[config.mk]
export PLATFORM = sky130hd
export DESIGN_NAME = vdma_s2mm_framer_flat
export DESIGN_NICKNAME = d
export VERILOG_FILES = /design/src/rtl/vdma_pkg.sv /design/src/rtl/vdma_s2mm_framer_if.sv /design/src/rtl/vdma_sync_fifo.sv /design/src/rtl/vdma_s2mm_framer.sv /design/src/flat_wrapper.sv
export SDC_FILE = /design/constraint.sdc
export NUM_CORES = 1
export LEC_CHECK = 0
export ABC_AREA = 1
export CORE_MARGIN = 3
export CORE_UTILIZATION = 40
export CTS_CLUSTER_DIAMETER = 150
export DETAILED_ROUTE_END_ITERATION = 10
export PLACE_DENSITY = 0.62
export SKIP_LAST_GASP = 1
export SYNTH_ARGS = -nofsm -noshare
export SYNTH_HDL_FRONTEND = slang
export SYNTH_SLANG_ARGS = --single-unit
[constraint.sdc]
create_clock -name s_axis_aclk -period 17.9 [get_ports s_axis_aclk]
set_clock_uncertainty 0.15 [all_clocks]
set_input_delay 2.685 -clock s_axis_aclk [delete_from_list [all_inputs] [get_ports s_axis_aclk]]
set_output_delay 2.685 -clock s_axis_aclk [all_outputs]
set_load 0.01 [all_outputs]
[src/rtl/vdma_pkg.sv]
// vdma_pkg: shared types and constants for the S2MM framer.
//   state_t      - framer FSM states
//   *_BIT        - tag bit offsets in a FIFO word, relative to DATA_W
//                  (word layout is {eof, tlast, tuser, data})
package vdma_pkg;

    typedef enum logic {
        WAIT_SOF = 1'b0,
        ACTIVE   = 1'b1
    } state_t;

    localparam int TUSER_BIT = 0;
    localparam int TLAST_BIT = 1;
    localparam int EOF_BIT   = 2;
    localparam int TAG_W     = 3;

endpackage

[src/rtl/vdma_s2mm_framer_if.sv]
// vdma_s2mm_framer_if: AXI4-Stream video channel (tdata/tvalid/tready/tuser/tlast).
//   master - stream producer (the framer)
//   slave  - stream consumer (the VDMA write port)
interface vdma_s2mm_framer_if #(
    parameter int DATA_W = 64
);
    logic [DATA_W-1:0] tdata;
    logic              tvalid;
    logic              tready;
    logic              tuser;
    logic              tlast;

    modport master (output tdata, tvalid, tuser, tlast, input tready);
    modport slave  (input tdata, tvalid, tuser, tlast, output tready);
endinterface

[src/rtl/vdma_sync_fifo.sv]
// vdma_sync_fifo: first-word-fall-through synchronous FIFO.
//   clk, rst  - clock, async active-high reset (empties the FIFO)
//   i_push    - write request; ignored when full unless a pop happens the same cycle
//   i_wdata   - write word
//   i_pop     - read request; ignored when empty
//   o_rdata   - head word, valid whenever o_empty is low
//   o_full, o_empty, o_level - occupancy status, all derived from registered state
module vdma_sync_fifo #(
    parameter  int WIDTH = 67,
    parameter  int DEPTH = 16,
    localparam int AW    = $clog2(DEPTH),
    localparam int LW    = AW + 1
) (
    input  logic             clk,
    input  logic             rst,
    input  logic             i_push,
    input  logic [WIDTH-1:0] i_wdata,
    input  logic             i_pop,
    output logic [WIDTH-1:0] o_rdata,
    output logic             o_full,
    output logic             o_empty,
    output logic [LW-1:0]    o_level
);

    logic [WIDTH-1:0] r_mem [DEPTH];
    logic [AW-1:0]    r_wr_ptr;
    logic [AW-1:0]    r_rd_ptr;
    logic [LW-1:0]    r_level;
    logic             w_push;
    logic             w_pop;

    assign o_empty = (r_level == '0);
    assign o_full  = (r_level == LW'(DEPTH));
    assign o_level = r_level;
    assign o_rdata = r_mem[r_rd_ptr];

    // A pop frees the slot at the same edge, so push-while-full is allowed then.
    // When full, wr_ptr == rd_ptr: the head is overwritten exactly as it leaves.
    assign w_pop  = i_pop && !o_empty;
    assign w_push = i_push && (!o_full || w_pop);

    always_ff @(posedge clk or posedge rst) begin
        if (rst) begin
            r_wr_ptr <= '0;
            r_rd_ptr <= '0;
            r_level  <= '0;
        end else begin
            if (w_push) r_wr_ptr <= r_wr_ptr + AW'(1);
            if (w_pop)  r_rd_ptr <= r_rd_ptr + AW'(1);
            r_level <= r_level + LW'(w_push) - LW'(w_pop);
        end
    end

    // Storage needs no reset: the pointers define what is valid.
    always_ff @(posedge clk) begin
        if (w_push) r_mem[r_wr_ptr] <= i_wdata;
    end

endmodule

[src/rtl/vdma_s2mm_framer.sv]
// vdma_s2mm_framer: tags a raw pixel-beat stream with AXI4-Stream video
// sideband (tuser = start of frame, tlast = end of line) and buffers it in a
// FIFO to absorb downstream backpressure.
//   s_axis_aclk, s_axis_areset - clock, async active-high reset
//   vdma_row, vdma_col         - lines per frame / beats per line, latched at vsync
//   in_vsync, in_valid, in_data - source stream (never stalls)
//   m_axis_s2mm                - AXI4-Stream master output
//   frame_done                 - pulse after the end-of-frame beat is accepted
//   overflow                   - sticky: a beat was dropped on a full FIFO
//   short_frame_cnt            - saturating count of frames cut short by vsync
//   fifo_level                 - FIFO occupancy
module vdma_s2mm_framer #(
    parameter  int DATA_W     = 64,
    parameter  int FIFO_DEPTH = 16,
    parameter  int CNT_W      = 16,
    localparam int LVL_W      = $clog2(FIFO_DEPTH) + 1
) (
    input  logic               s_axis_aclk,
    input  logic               s_axis_areset,
    input  logic [31:0]        vdma_row,
    input  logic [31:0]        vdma_col,
    input  logic               in_vsync,
    input  logic               in_valid,
    input  logic [DATA_W-1:0]  in_data,
    vdma_s2mm_framer_if.master m_axis_s2mm,
    output logic               frame_done,
    output logic               overflow,
    output logic [15:0]        short_frame_cnt,
    output logic [LVL_W-1:0]   fifo_level
);
    import vdma_pkg::*;

    localparam int WORD_W = DATA_W + TAG_W;

    state_t             r_state;
    logic [CNT_W-1:0]   r_row_cfg, r_col_cfg, r_row_cnt, r_col_cnt;
    logic               r_sof;
    logic               r_frame_done;
    logic               r_overflow;
    logic [15:0]        r_short_cnt;

    logic [CNT_W-1:0]   w_new_row, w_new_col;
    logic [CNT_W-1:0]   w_row_cfg, w_col_cfg, w_row_cnt, w_col_cnt;
    logic               w_sof, w_active, w_beat, w_tlast, w_eof;
    logic [WORD_W-1:0]  w_word, w_rdata;
    logic               w_full, w_empty, w_pop;

    assign w_new_row = vdma_row[CNT_W-1:0];
    assign w_new_col = vdma_col[CNT_W-1:0];

    generate
        if (CNT_W < 32) begin : g_cfg_hi
            logic w_unused_cfg_hi;
            assign w_unused_cfg_hi = ^{vdma_row[31:CNT_W], vdma_col[31:CNT_W]};
        end
    endgenerate

    // vsync takes effect before a beat in the same cycle: the "effective"
    // config/counters below are what that beat is tagged against.
    always_comb begin
        w_row_cfg = r_row_cfg;
        w_col_cfg = r_col_cfg;
        w_row_cnt = r_row_cnt;
        w_col_cnt = r_col_cnt;
        w_sof     = r_sof;
        w_active  = (r_state == ACTIVE);
        if (in_vsync) begin
            w_row_cfg = w_new_row;
            w_col_cfg = w_new_col;
            w_row_cnt = '0;
            w_col_cnt = '0;
            w_sof     = 1'b1;
            w_active  = (w_new_row != '0) && (w_new_col != '0);
        end
        w_beat  = in_valid && w_active;
        w_tlast = (w_col_cnt == w_col_cfg - CNT_W'(1));
        w_eof   = w_tlast && (w_row_cnt == w_row_cfg - CNT_W'(1));
        w_word  = {w_eof, w_tlast, w_sof, in_data};
    end

    assign w_pop = !w_empty && m_axis_s2mm.tready;

    vdma_sync_fifo #(
        .WIDTH (WORD_W),
        .DEPTH (FIFO_DEPTH)
    ) u_fifo (
        .clk     (s_axis_aclk),
        .rst     (s_axis_areset),
        .i_push  (w_beat),
        .i_wdata (w_word),
        .i_pop   (m_axis_s2mm.tready),
        .o_rdata (w_rdata),
        .o_full  (w_full),
        .o_empty (w_empty),
        .o_level (fifo_level)
    );

    always_ff @(posedge s_axis_aclk or posedge s_axis_areset) begin
        if (s_axis_areset) begin
            r_state      <= WAIT_SOF;
            r_row_cfg    <= '0;
            r_col_cfg    <= '0;
            r_row_cnt    <= '0;
            r_col_cnt    <= '0;
            r_sof        <= 1'b0;
            r_frame_done <= 1'b0;
            r_overflow   <= 1'b0;
            r_short_cnt  <= '0;
        end else begin
            r_frame_done <= w_pop && w_rdata[DATA_W+EOF_BIT];
            r_row_cfg    <= w_row_cfg;
            r_col_cfg    <= w_col_cfg;

            // In ACTIVE the eof beat has not been written yet, so any vsync aborts.
            if (in_vsync && r_state == ACTIVE && r_short_cnt != 16'hFFFF)
                r_short_cnt <= r_short_cnt + 16'd1;

            // Dropped beats still advance the counters so line geometry holds.
            if (w_beat && w_full && !w_pop)
                r_overflow <= 1'b1;

            if (w_beat) begin
                r_sof <= 1'b0;
                if (w_tlast) begin
                    r_col_cnt <= '0;
                    r_row_cnt <= w_row_cnt + CNT_W'(1);
                end else begin
                    r_col_cnt <= w_col_cnt + CNT_W'(1);
                    r_row_cnt <= w_row_cnt;
                end
                r_state <= w_eof ? WAIT_SOF : ACTIVE;
            end else begin
                r_sof     <= w_sof;
                r_col_cnt <= w_col_cnt;
                r_row_cnt <= w_row_cnt;
                r_state   <= w_active ? ACTIVE : WAIT_SOF;
            end
        end
    end

    assign m_axis_s2mm.tvalid = !w_empty;
    assign m_axis_s2mm.tdata  = w_rdata[DATA_W-1:0];
    assign m_axis_s2mm.tuser  = !w_empty && w_rdata[DATA_W+TUSER_BIT];
    assign m_axis_s2mm.tlast  = !w_empty && w_rdata[DATA_W+TLAST_BIT];

    assign frame_done      = r_frame_done;
    assign overflow        = r_overflow;
    assign short_frame_cnt = r_short_cnt;

endmodule

[src/flat_wrapper.sv]
// flat-port wrapper written by rule: the top's interface ports become plain ports
module vdma_s2mm_framer_flat import vdma_pkg::*;
#(
    parameter  int DATA_W     = 64,
    parameter  int FIFO_DEPTH = 16,
    parameter  int CNT_W      = 16,
    localparam int LVL_W      = $clog2(FIFO_DEPTH) + 1
)
  (s_axis_aclk, s_axis_areset, vdma_row, vdma_col, in_vsync, in_valid, in_data, frame_done, overflow, short_frame_cnt, fifo_level, m_axis_s2mm_tdata, m_axis_s2mm_tvalid, m_axis_s2mm_tuser, m_axis_s2mm_tlast, m_axis_s2mm_tready);
  vdma_s2mm_framer_if #(.DATA_W(DATA_W)) m_axis_s2mm_i ();
  input  logic s_axis_aclk;
  input  logic s_axis_areset;
  input  logic [31:0] vdma_row;
  input  logic [31:0] vdma_col;
  input  logic in_vsync;
  input  logic in_valid;
  input  logic [DATA_W-1:0] in_data;
  output logic frame_done;
  output logic overflow;
  output logic [15:0] short_frame_cnt;
  output logic [LVL_W-1:0] fifo_level;
  output wire logic [$bits(m_axis_s2mm_i.tdata)-1:0] m_axis_s2mm_tdata;
  output wire logic [$bits(m_axis_s2mm_i.tvalid)-1:0] m_axis_s2mm_tvalid;
  output wire logic [$bits(m_axis_s2mm_i.tuser)-1:0] m_axis_s2mm_tuser;
  output wire logic [$bits(m_axis_s2mm_i.tlast)-1:0] m_axis_s2mm_tlast;
  input wire logic [$bits(m_axis_s2mm_i.tready)-1:0] m_axis_s2mm_tready;
  assign m_axis_s2mm_tdata = m_axis_s2mm_i.tdata;
  assign m_axis_s2mm_tvalid = m_axis_s2mm_i.tvalid;
  assign m_axis_s2mm_tuser = m_axis_s2mm_i.tuser;
  assign m_axis_s2mm_tlast = m_axis_s2mm_i.tlast;
  assign m_axis_s2mm_i.tready = m_axis_s2mm_tready;
  vdma_s2mm_framer #(.DATA_W(DATA_W), .FIFO_DEPTH(FIFO_DEPTH), .CNT_W(CNT_W)) u_core (.s_axis_aclk(s_axis_aclk), .s_axis_areset(s_axis_areset), .vdma_row(vdma_row), .vdma_col(vdma_col), .in_vsync(in_vsync), .in_valid(in_valid), .in_data(in_data), .m_axis_s2mm(m_axis_s2mm_i), .frame_done(frame_done), .overflow(overflow), .short_frame_cnt(short_frame_cnt), .fifo_level(fifo_level));
endmodule
==> impl_metrics.tcl, run 1 <==
set metrics [dict create \
    status "complete, no violations" \
    max-cap-violations 0 \
    die-area_um2 126000 \
    ctsResizeCount 0 \
    reg2regPathDepth 12 \
    synth.most_common_cell "edfxtp_1" \
    leakagePower_nw 19.4 \
    antenna_found_initial 9 \
    drtIter0Drc 2642 \
    rr_endpoint "u_core.u_fifo.r_mem[6][0]" \
    critPathKind "flip-flop to output port" \
    drive_gt1_share_pct 7.97 \
    synthTopCellsByArea "edfxtp_1, dfrtp_1, nor2_1" \
    wirelength_mm 120 \
    start_kind "flip-flop" \
    fill_cells 10600 \
    hold_class "flip-flop to flip-flop" \
    tightestPinTransition_ns 1.31 \
    drc 0 \
    netlist_area_um2 48500 \
    cp-end-kind "output port" \
    grt_pass1_vias 29300 \
    holdPathStages 1 \
    synth_cell_types 45 \
    nNetsFinal 4028 \
    p_sw_mw 2.84 \
    ios 223 \
    yosysWarnings 0 \
    post-cts-setup-buffers 0 \
    grt_max_degree 262 \
    place.gp.congestion 0.842 \
    async_reset_ff_share_pct 8.30 \
    yosysSeqAreaShare_pct 71.3 \
    synth_fp_nets 3879 \
    htree_num_levels 4 \
    synth_edf_count 1072 \
    reg2reg_slack_ns 13.51 \
    yosysTopAreaCellShare_pct 66.3 \
    slew_headroom_pct 12.4 \
    setup_violations 0 \
    io_buffers 190 \
    hold_end "u_core.overflow" \
    tns_ns 0 \
    area_delta_synth_final_pct 15.5 \
    die_x_um 354 \
    ir_worst_vdd_uv 120 \
    synth_cells 3729 \
    p_per_area_nw_per_um2 150 \
    crit_fanout 85 \
    clock_latency_ns 0.73 \
    clk_path_buf_depth 3 \
    holdCritStartpoint "u_core.overflow" \
    root_buffer "clkbuf_16" \
    detail_route.first_pass.iterations 5 \
    placed_cells 5358 \
    grt_pass1_wl_mm 181 \
    switching_share_pct 33.9 \
    drtAntennaViolNets 0 \
    grtUsageTotal_pct 18.8 \
    internal_power_mw 5.54 \
    cts_buffers 130 \
    pwr-share-comb_pct 30.4 \
    viasPerCell 5.39 \
    ys_top_cells_by_count "edfxtp_1, nor2_1, nand2_1, o21ai_0" \
    cts_tree "built" \
    cts_sinks 1169 \
    yosysTopAreaCell "edfxtp_1" \
    avgSynthCellArea_um2 13.0 \
    rows 127 \
    wire_per_inst_um 21.4 \
    die_h_um 354 \
    required_ns 15.07 \
    grt_overflow 0 \
    finalMaxSlewViolations 0 \
    dr_total_vias 30100 \
    hold_viol_final 0 \
    p_clk_share_pct 29.8 \
    clkTransAtPathRegs_ns 0.05 \
    hold_buffers 0 \
    dp_hpwl_mm 62.5 \
    fin_crit_sh_pct 48.8 \
    rsz0062_at_grt "false" \
    seqPwrFrac_pct 39.7 \
    arrival_ns 5.89 \
    synth_seq_cells 1169 \
    synthFlopType "edfxtp_1" \
    period_needed_ns 8.73 \
    stdcell_count 5591 \
    r2r-start "u_core.u_fifo.o_level[3]" \
    fmax_mhz 115 \
    core_um2 120000 \
    initial_utilization_pct 40.4 \
]
-- worst max path at each step --
stage | endpoint | slack (ns) | from | depth (start not counted)
floorplan | u_core.u_fifo.r_mem[11][0] | 8.73 | in_vsync | 11
global placement | m_axis_s2mm_tdata[21] | 9.95 | u_core.u_fifo.r_rd_ptr[0] | 8
detailed placement | m_axis_s2mm_tdata[21] | 9.87 | u_core.u_fifo.r_rd_ptr[0] | 8
CTS | m_axis_s2mm_tdata[21] | 9.10 | u_core.u_fifo.r_rd_ptr[0] | 8
global route | m_axis_s2mm_tdata[21] | 8.81 | u_core.u_fifo.r_rd_ptr[0] | 8
finish | m_axis_s2mm_tdata[21] | 9.17 | u_core.u_fifo.r_rd_ptr[0] | 8
-- power groups by stage --
stage / clock (mW) / combinational, mW / sequential, mW
finish: 2.50 / 2.55 / 3.33
global route: 2.67 / 2.80 / 3.35
CTS: 2.57 / 2.59 / 3.33
detailed placement: 0 / 2.58 / 3.39
global placement: 0 / 2.55 / 3.38
floorplan: 0 / 1.63 / 3.30
-- registers in the layout, summed over array words and instances, names as in the netlist --
name	count
u_core.u_fifo.o_level	5
u_core.r_row_cnt	16
u_core.u_fifo.r_wr_ptr	4
u_core.r_state	1
u_core.short_frame_cnt	16
u_core.frame_done	1
u_core.u_fifo.r_rd_ptr	4
u_core.r_row_cfg	16
u_core.r_col_cfg	16
u_core.overflow	1
u_core.r_sof	1
u_core.u_fifo.r_mem	1072
u_core.r_col_cnt	16
-- kinds of logic (layout without fill, tap and decap cells) --
family,Yosys count,after routing,share of synthesized area [%]
flip-flops,1169,1169,71.3
XOR/XNOR,53,53,0.985
buffers and inverters,387,633,3.25
other,0,4,0
adder cells (fa/ha/maj),17,17,0.454
multiplexers,186,186,3.84
AND/OR/NAND/NOR,1244,1244,10.7
AO/OA/AOI/OAI,673,673,9.41
-- cell usage in the layout, fill, tap and decap left out, drive strengths merged, types with 73 or more instances in the layout --
cell type	count
clkbuf	165
clkdlybuf4s50	189
dfrtp	97
edfxtp	1072
inv	165
mux2i	186
nand2	467
nand3	144
nor2	557
o211ai	73
o21ai	313
o221ai	186
-- metrics by stage --
| step | hold WS, ns | setup slack (ns) | power (mW) | utilization, % | area [µm²] |
|---|---|---|---|---|---|
| 2_1_floorplan | 0.306 | 8.73 | 4.93 | - | 48500 |
| 3_3_place_gp | 0.311 | 9.95 | 5.94 | 43.3 | 52000 |
| 3_5_place_dp | 0.315 | 9.87 | 5.97 | 43.3 | 52000 |
| 4_1_cts | 0.330 | 9.10 | 8.49 | 46.7 | 56000 |
| 5_1_grt | 0.368 | 8.81 | 8.82 | 46.7 | 56000 |
| 6_report | 0.325 | 9.17 | 8.39 | 46.7 | 56100 |
-- metal layers --
metal  GRT usage (%)  part of all wire, %  wire length [µm]
met5               0                0.045                54
met4            5.26                  2.1              2490
met3            3.63                  6.2              7410
met2            30.8                   48             57400
met1            25.8                   44             52500
-- critical path: stages, from the launching register on --
cell             delay (ns)
dfrtp_4                0.98
buf_4                  0.80
buf_4                  0.89
buf_4                  0.95
o21ai_0                0.24
o221ai_1               0.27
o211ai_1               0.14
nand2_1                0.22
clkdlybuf4s50_1        0.57
-- area by class of cell --
class                           instances  area (µm²)  share of cell area [%]
Clock buffer                          165        3460                    6.17
Multi-Input combinational cell       2173       12500                    22.2
Tap cell                             1612        2020                    3.60
Sequential cell                      1169       34600                    61.8
Antenna cell                            4        10.0                  0.0179
Clock inverter                         64         553                   0.987
Timing Repair Buffer                  242        2300                    4.10
Inverter                              162         622                    1.11
Power figures use the tool's default switching activity.
==> run 2, diff against run 1 <==
- PLACE_DENSITY: 0.62 -> 0.64
- clock period: 17.9 -> 7.1 ns (I/O delays scaled with it)
==> impl_metrics.tcl, run 2 (synthesis results as in run 1) <==
set metrics [dict create \
    crit_fanout 173 \
    p_per_area_nw_per_um2 372 \
    ctsResizeCount 0 \
    tightestPinTransition_ns 1.26 \
    fill_cells 10600 \
    viasPerCell 5.41 \
    slew_headroom_pct 16.1 \
    ir_worst_vdd_uv 307 \
    drive_gt1_share_pct 7.80 \
    nNetsFinal 4013 \
    clk_path_buf_depth 3 \
    period_needed_ns 5.65 \
    core_um2 120000 \
    crit_buf_inv 3 \
    layout_common_cells "edfxtp_1, nor2_1, nand2_1" \
    register_area_um2 34600 \
    io_buffers 190 \
    start_kind "flip-flop" \
    place.gp.congestion 0.863 \
    grt_pass1_wl_mm 179 \
    detail_route.first_pass.iterations 5 \
    setup_violations 0 \
    dp_hpwl_mm 61.1 \
    pre_cts_slack_ns 1.68 \
    cts_tree "built" \
    fin_crit_sh_pct 79.5 \
    leakagePower_nw 19.3 \
    slowest_stage "dfrtp_4" \
    fmax_mhz 177 \
    dr_total_vias 30200 \
    regMostFlops "u_core.u_fifo.r_mem" \
    grt_max_degree 244 \
    root_buffer "clkbuf_16" \
    clkTransAtPathRegs_ns 0.06 \
    post-cts-setup-buffers 0 \
    max_stage_delay_ns 0.95 \
    grt_pass1_vias 29300 \
    largest_reg_flops 1072 \
    arrival_ns 4.43 \
    cp_cell_sequence "buf_12 > buf_4 > o21ai_0 > o221ai_1 > o211ai_1 > nand2_1 > clkdlybuf4s50_1" \
    max-cap-violations 0 \
    ios 223 \
    initial_utilization_pct 40.4 \
    finalMaxSlewViolations 0 \
    die_x_um 354 \
    wirelength_mm 117 \
    grtUsageTotal_pct 18.4 \
    required_ns 5.88 \
    clock_latency_ns 0.70 \
    area_delta_synth_final_pct 15.2 \
    drc 0 \
    drtIter0Drc 2791 \
    timing.hold.ws_ns 0.340 \
    hold_class "flip-flop to flip-flop" \
    grt_overflow 0 \
    multiInputGateArea_um2 12500 \
    setup_ws_ns 1.45 \
    hold_buffers 0 \
    drtAntennaViolNets 0 \
    final_common_cell "edfxtp_1" \
    cts_sinks 1169 \
    die-area_um2 126000 \
    htree_num_levels 3 \
    wire_per_inst_um 21.1 \
    tns_ns 0 \
    antenna_found_initial 11 \
    rows 127 \
    hold_viol_final 0 \
    cts_buffers 117 \
    die_h_um 354 \
    critPathKind "flip-flop to output port" \
    fin_util_pct 46.5 \
    rsz0062_at_grt "false" \
    cp_top_family "buffers and inverters" \
    status "complete, no violations" \
    cp-end-kind "output port" \
]
## run 2: stage by stage
stage                     std cells  power [mW]  instance area (µm²)
after floorplan                3729        12.4                48500
after global placement         5356        15.1                52200
after detailed placement       5356        15.1                52200
after CTS                      5573        21.1                55900
after global routing           5573        21.9                55900
final                          5578        20.8                55900
## run 2: area by class of cell
class / count / share of cell area, %
tap: 1612 / 3.61
timing repair buffer: 240 / 4.44
clock inverter: 82 / 1.19
multi-input combinational: 2173 / 22.3
inverter: 162 / 1.11
clock buffer: 135 / 5.40
sequential: 1169 / 61.9
antenna: 5 / 0.0224
## run 2: path summary, 6_finish.rpt
path | to | depth (start not counted) | startpoint | slack [ns]
hold reg to reg | u_core.r_row_cfg[15] | 2 | u_core.r_row_cfg[15] | 0.34
max in group asynchronous | u_core.r_row_cfg[12] | 3 | s_axis_areset | 5.03
setup reg to reg | u_core.u_fifo.r_mem[15][44] | 14 | u_core.u_fifo.o_level[3] | 3.25
min in group asynchronous | u_core.short_frame_cnt[11] | 2 | s_axis_areset | 0.64
setup / recovery | m_axis_s2mm_tdata[0] | 7 | u_core.u_fifo.r_rd_ptr[0] | 1.45
hold / removal | u_core.r_row_cfg[15] | 2 | u_core.r_row_cfg[15] | 0.34
## run 2: routing by layer
layer / global-route usage, % / part of all wire, % / up-vias
met2: 30.3 / 48 / 869
li1: - / - / 14100
met4: 5.02 / 2.4 / 6
met3: 3.29 / 6.0 / 194
met5: 0 / 0.029 / -
met1: 25.2 / 44 / 15000
## run 2: tightest hold or removal path, stage by stage, from the launching register on
cell	delay [ns]
dfrtp_1	0.34
nand2_1	0.05
nand2_1	0.06
## run 2: where the power goes
group | leakage, nW | internal (mW) | switching, mW
Clock | 1.82 | 3.33 | 2.56
Sequential | 10.9 | 8.02 | 0.308
Combinational | 6.58 | 2.40 | 4.19
Total | 19.3 | 13.8 | 7.06
